`src/rtl/fpa_pkg.sv`:
```
// Shared types and constants for the floating-point adder normalizer slice.
// Latency: n/a (declarations only).
// Backpressure: n/a.
package fpa_pkg;

  localparam int EXP_WIDTH      = 8;
  localparam int MANTISSA_WIDTH = 23;
  localparam int BIAS           = (1 << (EXP_WIDTH - 1)) - 1;
  localparam int RESULT_WIDTH   = 1 + EXP_WIDTH + MANTISSA_WIDTH;

  // Quiet NaN: positive, all-ones exponent, only the fraction MSB set.
  localparam logic [RESULT_WIDTH-1:0] QNAN =
    {1'b0, {EXP_WIDTH{1'b1}}, 1'b1, {(MANTISSA_WIDTH-1){1'b0}}};

  // Infinity magnitude; the sign bit is prepended by the user.
  localparam logic [RESULT_WIDTH-2:0] INF_MAG =
    {{EXP_WIDTH{1'b1}}, {MANTISSA_WIDTH{1'b0}}};

  // Raw adder result: mant = {carry, hidden, fraction, guard, round}.
  typedef struct packed {
    logic                      sign;
    logic [EXP_WIDTH-1:0]      exp;
    logic [MANTISSA_WIDTH+3:0] mant;
    logic                      sticky;
    logic                      nan;
    logic                      inf;
  } raw_sum_t;

  typedef struct packed {
    logic overflow;
    logic underflow;
    logic inexact;
  } fpa_flags_t;

endpackage

```
`src/rtl/fpa_lzc.sv`:
```
// Leading-zero counter; count = WIDTH when the input is all zero.
// Latency: combinational.
// Backpressure: none.
// Ports: data (WIDTH) in; count (CNT_WIDTH) and all_zero out.
module fpa_lzc
  import fpa_pkg::*;
#(
  parameter int WIDTH     = MANTISSA_WIDTH + 3,
  parameter int CNT_WIDTH = $clog2(WIDTH + 1)
) (
  input  logic [WIDTH-1:0]     data,
  output logic [CNT_WIDTH-1:0] count,
  output logic                 all_zero
);

  // Scan upward so the highest set bit is the last one to write count.
  always_comb begin
    count = CNT_WIDTH'(WIDTH);
    for (int i = 0; i < WIDTH; i++) begin
      if (data[i]) count = CNT_WIDTH'(WIDTH - 1 - i);
    end
  end

  assign all_zero = ~|data;

endmodule

```
`src/rtl/fpa_normalizer.sv`:
```
// Normalize, round-to-nearest-even and pack a raw adder sum into IEEE-754.
// Latency: 2 cycles (stage 1 normalize, stage 2 round/pack/flags).
// Backpressure: valid/ready; each stage loads when empty or draining, output holds while stalled.
// Ports: clk, rst_n (sync, active-low); in_valid/in_ready with in_sign, in_exp, in_mant,
//        in_sticky, in_nan, in_inf; out_valid/out_ready with out_result and the three flags.
module fpa_normalizer #(
  parameter int EXP_WIDTH      = fpa_pkg::EXP_WIDTH,
  parameter int MANTISSA_WIDTH = fpa_pkg::MANTISSA_WIDTH
) (
  input  logic                              clk,
  input  logic                              rst_n,
  input  logic                              in_valid,
  output logic                              in_ready,
  input  logic                              in_sign,
  input  logic [EXP_WIDTH-1:0]              in_exp,
  input  logic [MANTISSA_WIDTH+3:0]         in_mant,
  input  logic                              in_sticky,
  input  logic                              in_nan,
  input  logic                              in_inf,
  output logic                              out_valid,
  input  logic                              out_ready,
  output logic [EXP_WIDTH+MANTISSA_WIDTH:0] out_result,
  output logic                              out_overflow,
  output logic                              out_underflow,
  output logic                              out_inexact
);
  import fpa_pkg::*;

  localparam int MW = MANTISSA_WIDTH;
  localparam int EW = EXP_WIDTH;
  localparam int NW = MW + 3;            // {hidden, fraction, guard, round}
  localparam int CW = $clog2(NW + 1);
  localparam int XW = EW + 2;            // two's-complement exponent, cannot wrap
  localparam int RW = 1 + EW + MW;

  localparam logic [RW-1:0] QNAN_W    = {1'b0, {EW{1'b1}}, 1'b1, {(MW-1){1'b0}}};
  localparam logic [RW-2:0] INF_MAG_W = {{EW{1'b1}}, {MW{1'b0}}};
  localparam logic [XW-1:0] EXP_MAX   = XW'((1 << EW) - 1);

  // ---------------- handshake ----------------
  logic s1_valid;
  logic s1_adv;

  assign s1_adv   = s1_valid && (!out_valid || out_ready);
  // Gated by rst_n so nothing is offered as accepted while reset is held.
  assign in_ready = rst_n && (!s1_valid || s1_adv);

  // ---------------- stage 1: normalize ----------------
  logic [CW-1:0] lz;
  logic          lz_zero;
  logic          carry;
  logic          mant_zero;
  logic [XW-1:0] exp_ext;
  logic [XW-1:0] n1_exp;
  logic [NW-2:0] n1_mant;    // hidden bit dropped: it is implicitly 1 on the arithmetic path
  logic          n1_sticky;
  logic          n1_zero;
  logic          n1_uf;

  fpa_lzc #(
    .WIDTH     (NW),
    .CNT_WIDTH (CW)
  ) u_lzc (
    .data     (in_mant[NW-1:0]),
    .count    (lz),
    .all_zero (lz_zero)
  );

  assign carry     = in_mant[NW];
  assign mant_zero = !carry && lz_zero;
  assign exp_ext   = {2'b00, in_exp};

  always_comb begin
    if (carry) begin
      // Shift right one: the carry becomes the hidden bit, round falls into sticky.
      n1_mant   = in_mant[NW-1:1];
      n1_sticky = in_sticky | in_mant[0];
      n1_exp    = exp_ext + XW'(1);
    end else begin
      n1_mant   = (NW-1)'(in_mant[NW-1:0] << lz);
      n1_sticky = in_sticky;
      n1_exp    = exp_ext - XW'(lz);
    end
    n1_zero = mant_zero && !in_sticky;
    // Sticky-only residue, a zero input exponent, or a non-positive result all flush.
    n1_uf   = !n1_zero && (mant_zero || (in_exp == '0) ||
                           n1_exp[XW-1] || (n1_exp == '0));
  end

  logic          s1_sign;
  logic [XW-1:0] s1_exp;
  logic [NW-2:0] s1_mant;
  logic          s1_sticky;
  logic          s1_nan;
  logic          s1_inf;
  logic          s1_zero;
  logic          s1_uf;

  always_ff @(posedge clk) begin
    if (!rst_n) begin
      s1_valid <= 1'b0;
    end else if (in_ready) begin
      s1_valid <= in_valid;
    end
  end

  always_ff @(posedge clk) begin
    if (in_ready && in_valid) begin
      s1_sign   <= in_sign;
      s1_exp    <= n1_exp;
      s1_mant   <= n1_mant;
      s1_sticky <= n1_sticky;
      s1_nan    <= in_nan;
      s1_inf    <= in_inf;
      s1_zero   <= n1_zero;
      s1_uf     <= n1_uf;
    end
  end

  // ---------------- stage 2: round, pack, flag ----------------
  logic          g_bit;
  logic          r_bit;
  logic          round_up;
  logic [MW:0]   frac_sum;   // MSB is the rounding carry-out
  logic [XW-1:0] exp_f;
  logic [RW-1:0] res_d;
  fpa_flags_t    flags_d;

  always_comb begin
    g_bit    = s1_mant[1];
    r_bit    = s1_mant[0];
    round_up = g_bit & (r_bit | s1_sticky | s1_mant[2]);
    frac_sum = {1'b0, s1_mant[MW+1:2]} + (MW+1)'(round_up);
    // On carry-out the low MW bits of frac_sum are already zero.
    exp_f    = s1_exp + XW'(frac_sum[MW]);

    res_d   = '0;
    flags_d = '0;
    if (s1_nan) begin
      res_d = QNAN_W;
    end else if (s1_inf) begin
      res_d = {s1_sign, INF_MAG_W};
    end else if (s1_zero) begin
      res_d = '0;
    end else if (s1_uf) begin
      res_d             = {s1_sign, {(RW-1){1'b0}}};
      flags_d.underflow = 1'b1;
      flags_d.inexact   = 1'b1;
    end else if (exp_f >= EXP_MAX) begin
      res_d            = {s1_sign, INF_MAG_W};
      flags_d.overflow = 1'b1;
      flags_d.inexact  = 1'b1;
    end else begin
      res_d           = {s1_sign, exp_f[EW-1:0], frac_sum[MW-1:0]};
      flags_d.inexact = g_bit | r_bit | s1_sticky;
    end
  end

  fpa_flags_t out_flags;

  always_ff @(posedge clk) begin
    if (!rst_n) begin
      out_valid  <= 1'b0;
      out_result <= '0;
      out_flags  <= '0;
    end else if (!out_valid || out_ready) begin
      out_valid <= s1_valid;
      if (s1_valid) begin
        out_result <= res_d;
        out_flags  <= flags_d;
      end
    end
  end

  assign out_overflow  = out_flags.overflow;
  assign out_underflow = out_flags.underflow;
  assign out_inexact   = out_flags.inexact;

endmodule

```
`config.mk`:
```
export PLATFORM = sky130hd
export DESIGN_NAME = fpa_normalizer
export DESIGN_NICKNAME = d
export VERILOG_FILES = /design/src/rtl/fpa_pkg.sv /design/src/rtl/fpa_lzc.sv /design/src/rtl/fpa_normalizer.sv
export SDC_FILE = /design/constraint.sdc
export NUM_CORES = 1
export LEC_CHECK = 0
export BUFFER_PORTS_ARGS = -buffer_cell sky130_fd_sc_hd__buf_2
export CAP_MARGIN = 20
export CORE_ASPECT_RATIO = 1.4
export CORE_UTILIZATION = 59
export CTS_CLUSTER_DIAMETER = 50
export DETAILED_ROUTE_END_ITERATION = 10
export HOLD_SLACK_MARGIN = 0.15
export PLACE_DENSITY = 0.82
export SLEW_MARGIN = 20
export SYNTH_ARGS = -nofsm -noshare
export SYNTH_HDL_FRONTEND = slang
export SYNTH_SLANG_ARGS = --single-unit
```
`constraint.sdc`:
```
create_clock -name clk -period 4.99 [get_ports clk]
set_input_delay 0 -clock clk [delete_from_list [all_inputs] [get_ports clk]]
set_output_delay 0 -clock clk [all_outputs]
set_load 0.01 [all_outputs]
```
==> run_results.csv, run 1 <==
group,metric,value,unit
status,status,"complete, but fails checks",
status,violations,"design-rule violations",
sta,finalCritPeriodShare,81.5,%
setup_path,cp.required,5.17,ns
sta,setup_viol,0,
yosys,synth_area,5620,sq um
finish,fillers,674,
placement,dp_hpwl,11200,um
sta,fin_skew,0.00693,ns
detailed_routing,viasPerCell,6.34,
setup_path,path_cells,"dlygate4sd3_1 > buf_2 > nand2b_1 > a221oi_1 > o31ai_1 > nand3b_1 > nand2_1 > inv_2 > ha_1 > inv_1 > fa_1 > a21oi_1 > nor2_1 > nor2_1 > xnor2_1 > o21ai_0 > or4_1 > or4_1 > a31oi_1",
finish,insertedDiodeCount,0,
sta,slew_violations,0,
die,dieHeight,118,um
finish,layout-drive-gt1-share,18.2,%
clock_tree,cts.path.max_buffers,2,
detailed_routing,first_iter_violations,329,
detailed_routing,wl,15200,um
clock_tree,root_buffer,"clkbuf_16",
placement,port_buffers,79,
sta,tightest_slew,0.753,ns
clock_tree,cts_made_buffers,9,
clock_tree,cts_resized,0,
finish,top_regs,"out_result (32), s1_mant (25), s1_exp (10)",
setup_path,critPathCaptureType,"flop",
yosys,ys_async_sr_fraction,0,%
finish,largest_reg_flops,32,
yosys,synth_warnings,0,
die,dieArea,9930,sq um
clock_tree,cts_tree,"yes",
yosys,synth_seq_cells,78,
sta,fin_crit,4.07,ns
sta,fin_setup_tns,0,ns
setup_path,cp-start-kind,"primary input",
global_routing,grt_start_max_net_pins,58,
sta,hold_violations,0,
yosys,yosysSeqAreaShare,35.1,%
detailed_routing,wl_met3,803,um
sta,max_freq,246,MHz
setup_path,cp.buffers_inverters,4,
sta,max_slew_margin,49.7,%
die,start_util,61.6,%
setup_path,worstSetupPathType,"in -> reg",
yosys,synth_top_flop_cell,"edfxtp_1",
detailed_routing,wl_per_cell,18.3,um
min_path,hold_class,"in -> reg",
yosys,synth_cell_types,69,
placement,place_congestion,0.986,
die,design.core.area,9130,sq um
yosys,synth-edff-count,41,
die,io_pins,80,
global_routing,grt_pass1_wl,24100,um
setup_path,critPathSlowestCell,"dlygate4sd3_1",
finish,layout_common_cells,"buf_2, nand2_1, mux2i_1",
setup_path,cpLargestDelayFamily,"simple AND/OR/NAND/NOR gates",
setup_path,critical_path_arrival,4.24,ns
sta,rsz0062_at_grt,"no",
detailed_routing,m1WireLength,5790,um
finish,fin_util,72.4,%
global_routing,antenna_found_initial,0,
finish,regMostFlops,"out_result",
clock_tree,post_cts_buffers,0,
yosys,avgSynthCellArea,8.90,sq um
clock_tree,clkLatencyLatePin,0.33,ns
power_and_ir_drop,power.total,1.72,mW
run,cap_violations,0,
global_routing,grt.overflow.total,0,
finish,nNetsFinal,775,
setup_path,critical_path.max_fanout,23,
power_and_ir_drop,ir_worst_vdd,0.000159,V
finish,mostFrequentLayoutCell,"buf_2",
clock_tree,hold_buffers,31,
clock_tree,h-tree-depth,3,
die,die_w,84.5,um
yosys,synth_fp_nets,687,
power_and_ir_drop,p_per_area,260,nW/um^2
yosys,syn_inst,632,
global_routing,grt_pass1_vias,4971,
detailed_routing,wl_met2,7620,um
detailed_routing,firstDrtPassIters,8,
detailed_routing,post-route-drc-count,6,
detailed_routing,vias,5275,
die,rows,41,
setup_path,slowest_delay,0.53,ns
detailed_routing,antenna_left,0,
finish,syn2layout_area_growth,17.6,%
global_routing,grtUsageTotal,30.6,%
clock_tree,clk_pin_slew,0.06,ns
clock_tree,numClockSinks,78,
power_and_ir_drop,leakage,2.64,nW
detailed_routing,highest_layer,"met4",
metal layers:
layer / vias to the layer above / GRT usage, %
met5: - / 0
met4: 0 / 21.3
met3: 65 / 4.00
met2: 256 / 52.4
met1: 2439 / 35.0
li1: 2515 / -
layout make-up:
type                            instances  area, sq um  share of cell area [%]
Timing Repair Buffer                  120          781                    11.8
Inverter                               26          100                    1.51
Clock buffer                           13          294                    4.45
Tap cell                              107          134                    2.03
Multi-Input combinational cell        485         3310                    50.1
Clock inverter                          3         20.0                   0.303
Sequential cell                        78         1970                    29.8
worst reg2reg max path: cells and delay by family (launching register included):
family                     cells  cell delay, ns
and+or+nand+nor               10            2.04
AOI/OAI and AO/OA              3            0.70
DFF                            1            0.46
adders and majority gates      2            0.45
buffers and inverters          1            0.28
synthesized netlist by cell type, types with 8 or more instances:
cell | number | area, sq um
mux2i_1 | 53 | 531
nand2_1 | 53 | 199
edfxtp_1 | 41 | 1230
nor2_1 | 41 | 154
a21oi_1 | 37 | 185
dfxtp_1 | 37 | 741
nor2b_1 | 32 | 200
a22oi_1 | 26 | 195
nand3_1 | 24 | 120
inv_1 | 23 | 86.3
clkbuf_1 | 21 | 78.8
xnor2_1 | 19 | 166
nor3_1 | 18 | 90.1
xor2_1 | 16 | 140
o21ai_0 | 14 | 70.1
buf_2 | 12 | 60.1
ha_1 | 11 | 138
nand4_1 | 11 | 68.8
o31ai_1 | 10 | 75.1
o221a_2 | 9 | 101
nand2b_1 | 8 | 50.1
nor4_1 | 8 | 50.1
o21ai_1 | 8 | 40.0
worst paths after layout:
path	start	end	slack, ns	depth (start not counted)
worst min-delay path	in_mant[19]	s1_mant[18]$_DFFE_PP_	0.18	2
worst max register to register	s1_mant[1]$_DFFE_PP_	out_result[14]$_SDFFE_PN0P_	0.99	16
worst max-delay path	in_mant[1]	s1_uf$_DFFE_PP_	0.92	19
worst min register to register	out_inexact$_SDFFE_PN0P_	out_inexact$_SDFFE_PN0P_	0.53	2
where the power goes:
part / total (mW) / leakage, nW / switching (mW) / internal (mW)
sequential: 0.728 / 0.693 / 0.0187 / 0.709
clock: 0.659 / 0.156 / 0.246 / 0.413
combinational: 0.332 / 1.79 / 0.196 / 0.136
kinds of logic (layout without fill, tap and decap cells):
kind of cell / Yosys count / in the layout / synth area share (%)
compound gates: 148 / 148 / 18.6
xor+xnor: 35 / 35 / 5.45
fa+ha+maj: 12 / 12 / 2.80
buf+inv: 69 / 162 / 6.07
flops: 78 / 78 / 35.1
mux: 60 / 60 / 10.9
simple gates: 230 / 230 / 21.2
metrics by stage:
stage                     setup WS, ns  instances  hold WS (ns)  area (sq um)
final                            0.924        832         0.175          6610
after global routing             0.543        832         0.164          6610
after CTS                        0.955        832         0.152          6610
after detailed placement          1.03        785         0.184          5990
after global placement            1.19        785         0.182          5990
after floorplan                   1.37        632        0.0989          5620
No activity file was read; power rests on OpenSTA's default activity.
==> run 2, diff against run 1 <==
CORE_UTILIZATION = 53   (was 59)
PLACE_DENSITY = 0.78   (was 0.82)
clock period = 3.65 ns   (was 4.99 ns; I/O delays follow)
==> run 2 against run 1 <==
  * Cell count rose by 5.5%
  * Non-clock buffer count rose by 15
  * Core utilization fell by 6.4 points
  * First-iteration DRC count rose by 32%
  * The flow still finishes with violations (design-rule violations)
  * Highest routed layer unchanged
  * Power rose by 34%
  * Wire length rose by 2.7%
  * Count of clock-buffer cells in the layout fell by 1
  * Clock power rose by 25%
  * Critical path depth fell by 3
==> run_results.csv, run 2 (synthesis results as in run 1) <==
group,metric,value,unit
power_and_ir_drop,ir_worst_vdd,0.000240,V
setup_path,cp.required,3.82,ns
status,status,"complete, but fails checks",
run,cap_violations,0,
setup_path,cpLargestDelayFamily,"simple AND/OR/NAND/NOR gates",
detailed_routing,vias,5434,
sta,finalCritPeriodShare,98.4,%
setup_path,critical_path.max_fanout,8,
setup_path,worstSetupPathType,"in -> reg",
min_path,hold_class,"in -> reg",
setup_path,worst-r2r-cell-count,16,
die,dieHeight,124,um
sta,max_freq,279,MHz
sta,fin_crit,3.59,ns
finish,largest_reg_flops,32,
global_routing,grt_start_max_net_pins,50,
setup_path,crit_path_start,"in_mant[2]",
sta,slew_violations,0,
finish,layout_common_cells,"buf_2, mux2i_1, nand2_1",
global_routing,grt_pass1_wl,24200,um
sta,hold_ws,0.190,ns
finish,fin_util,66.0,%
clock_tree,numClockSinks,78,
clock_tree,clk_pin_slew,0.06,ns
detailed_routing,antenna_left,0,
sta,max_slew_margin,48.7,%
clock_tree,cts_made_buffers,9,
sta,fin_skew,0.00463,ns
setup_path,r2r_end,"out_result[19]$_SDFFE_PN0P_",
detailed_routing,firstDrtPassIters,11,
finish,syn2layout_area_growth,21.5,%
global_routing,grt.overflow.total,0,
finish,regMostFlops,"out_result",
sta,tightest_slew,0.768,ns
setup_path,slowest_delay,0.57,ns
detailed_routing,wl,15600,um
setup_path,path_cells,"dlygate4sd3_1 > buf_4 > nor2_2 > a221oi_2 > o31ai_1 > nand3b_1 > nand2_2 > inv_2 > ha_1 > inv_1 > fa_2 > mux2_2 > or3_1 > or4_1 > or4_1 > a31oi_1",
finish,mostFrequentLayoutCell,"buf_2",
min_path,holdPathStages,2,
sta,setup_viol,0,
setup_path,critical_path_arrival,3.76,ns
die,rows,44,
clock_tree,cts_tree,"yes",
finish,insertedDiodeCount,0,
detailed_routing,wl_per_cell,17.8,um
detailed_routing,post-route-drc-count,6,
finish,layout-drive-gt1-share,21.9,%
setup_path,cp.buffers_inverters,4,
setup_path,critPathSlowestCell,"dlygate4sd3_1",
die,die_w,89.1,um
power_and_ir_drop,p_per_area,336,nW/um^2
clock_tree,clkLatencyLatePin,0.34,ns
die,dieArea,11000,sq um
power_and_ir_drop,power.total,2.30,mW
global_routing,antenna_found_initial,0,
global_routing,grtUsageTotal,28.7,%
setup_path,worst-path-stages,16,
detailed_routing,viasPerCell,6.19,
die,design.core.area,10300,sq um
detailed_routing,first_iter_violations,435,
setup_path,crit_path_frequent_cell,"or4_1",
clock_tree,h-tree-depth,3,
clock_tree,root_buffer,"clkbuf_16",
setup_path,r2r_start,"s1_mant[4]$_DFFE_PP_",
setup_path,regToRegSetupSlack,0.24,ns
global_routing,grt_pass1_vias,5022,
sta,hold_violations,0,
setup_path,worstSetupEndpoint,"s1_uf$_DFFE_PP_",
setup_path,critPathCaptureType,"flop",
finish,fillers,870,
placement,dp_hpwl,11000,um
setup_path,cp-start-kind,"primary input",
die,start_util,54.3,%
finish,nNetsFinal,790,
die,io_pins,80,
power_and_ir_drop,leakage,2.73,nW
finish,top_regs,"out_result (32), s1_mant (25), s1_exp (10)",
clock_tree,cts.path.max_buffers,2,
status,violations,"design-rule violations",
placement,place_congestion,0.952,
placement,port_buffers,79,
==> run 2: cell type report <==
cell class                 count  area, sq um  share of cell area (%)
clock buffer                  12          267                    3.90
clock inverter                 4         20.0                   0.293
inverter                      26          100                    1.47
multi-input combinational    485         3380                    49.5
sequential                    78         1970                    28.9
tap                          138          173                    2.53
timing repair buffer         135          920                    13.5
==> run 2: worst reg2reg max path, cell delays in order (launching register included) <==
cell	delay, ns
edfxtp_1	0.40
nand4_1	0.14
nor2_2	0.15
nand3_1	0.13
nor2_1	0.18
nand4_1	0.17
nor3_1	0.22
ha_1	0.19
ha_2	0.22
and4_1	0.23
nand3_1	0.08
o31ai_1	0.12
o41a_1	0.33
nor4b_4	0.34
buf_6	0.20
a22oi_1	0.10
nor2b_1	0.15
==> run 2: power by group <==
part / total, mW / switching [mW] / internal [mW]
combinational: 0.473 / 0.276 / 0.197
sequential: 0.995 / 0.0257 / 0.970
clock: 0.827 / 0.318 / 0.510
total: 2.30 / 0.619 / 1.68
==> run 2: repair_timing <==
action,CTS,global route
resized for setup,0,31
hold endpoints to repair,35,0
setup endpoints to repair,0,23
hold buffers,32,0
setup buffers,0,4
==> run 2: metal layers <==
| metal | share of wire, % | up-vias | global-route usage, % |
|---|---|---|---|
| met3 | 6.2 | 61 | 5.04 |
| met2 | 52 | 282 | 51.4 |
| met1 | 38 | 2549 | 32.6 |
| met4 | 4.3 | 0 | 13.9 |
| met5 | 0 | - | 0 |
| li1 | - | 2542 | - |
==> run 2: through the flow <==
stage / std cells / TNS (ns) / area (sq um) / setup WS, ns
after floorplan: 632 / 0 / 5620 / 0.0322
after global placement: 826 / 0 / 6100 / 0.0187
after detailed placement: 826 / -0.0634 / 6100 / -0.0634
after CTS: 874 / 0 / 6710 / 0.00971
after global routing: 878 / -0.0439 / 6830 / -0.0439
final: 878 / 0 / 6830 / 0.0598
==> run 2: worst min path at each step <==
stage               slack [ns]                      to         from
floorplan                  0.1        s1_inf$_DFFE_PP_       in_inf
global placement          0.18       s1_sign$_DFFE_PP_      in_sign
detailed placement        0.18        s1_inf$_DFFE_PP_       in_inf
CTS                       0.15   s1_mant[23]$_DFFE_PP_  in_mant[24]
global route              0.18   s1_mant[12]$_DFFE_PP_  in_mant[13]
finish                    0.19  out_valid$_SDFFE_PN0P_        rst_n
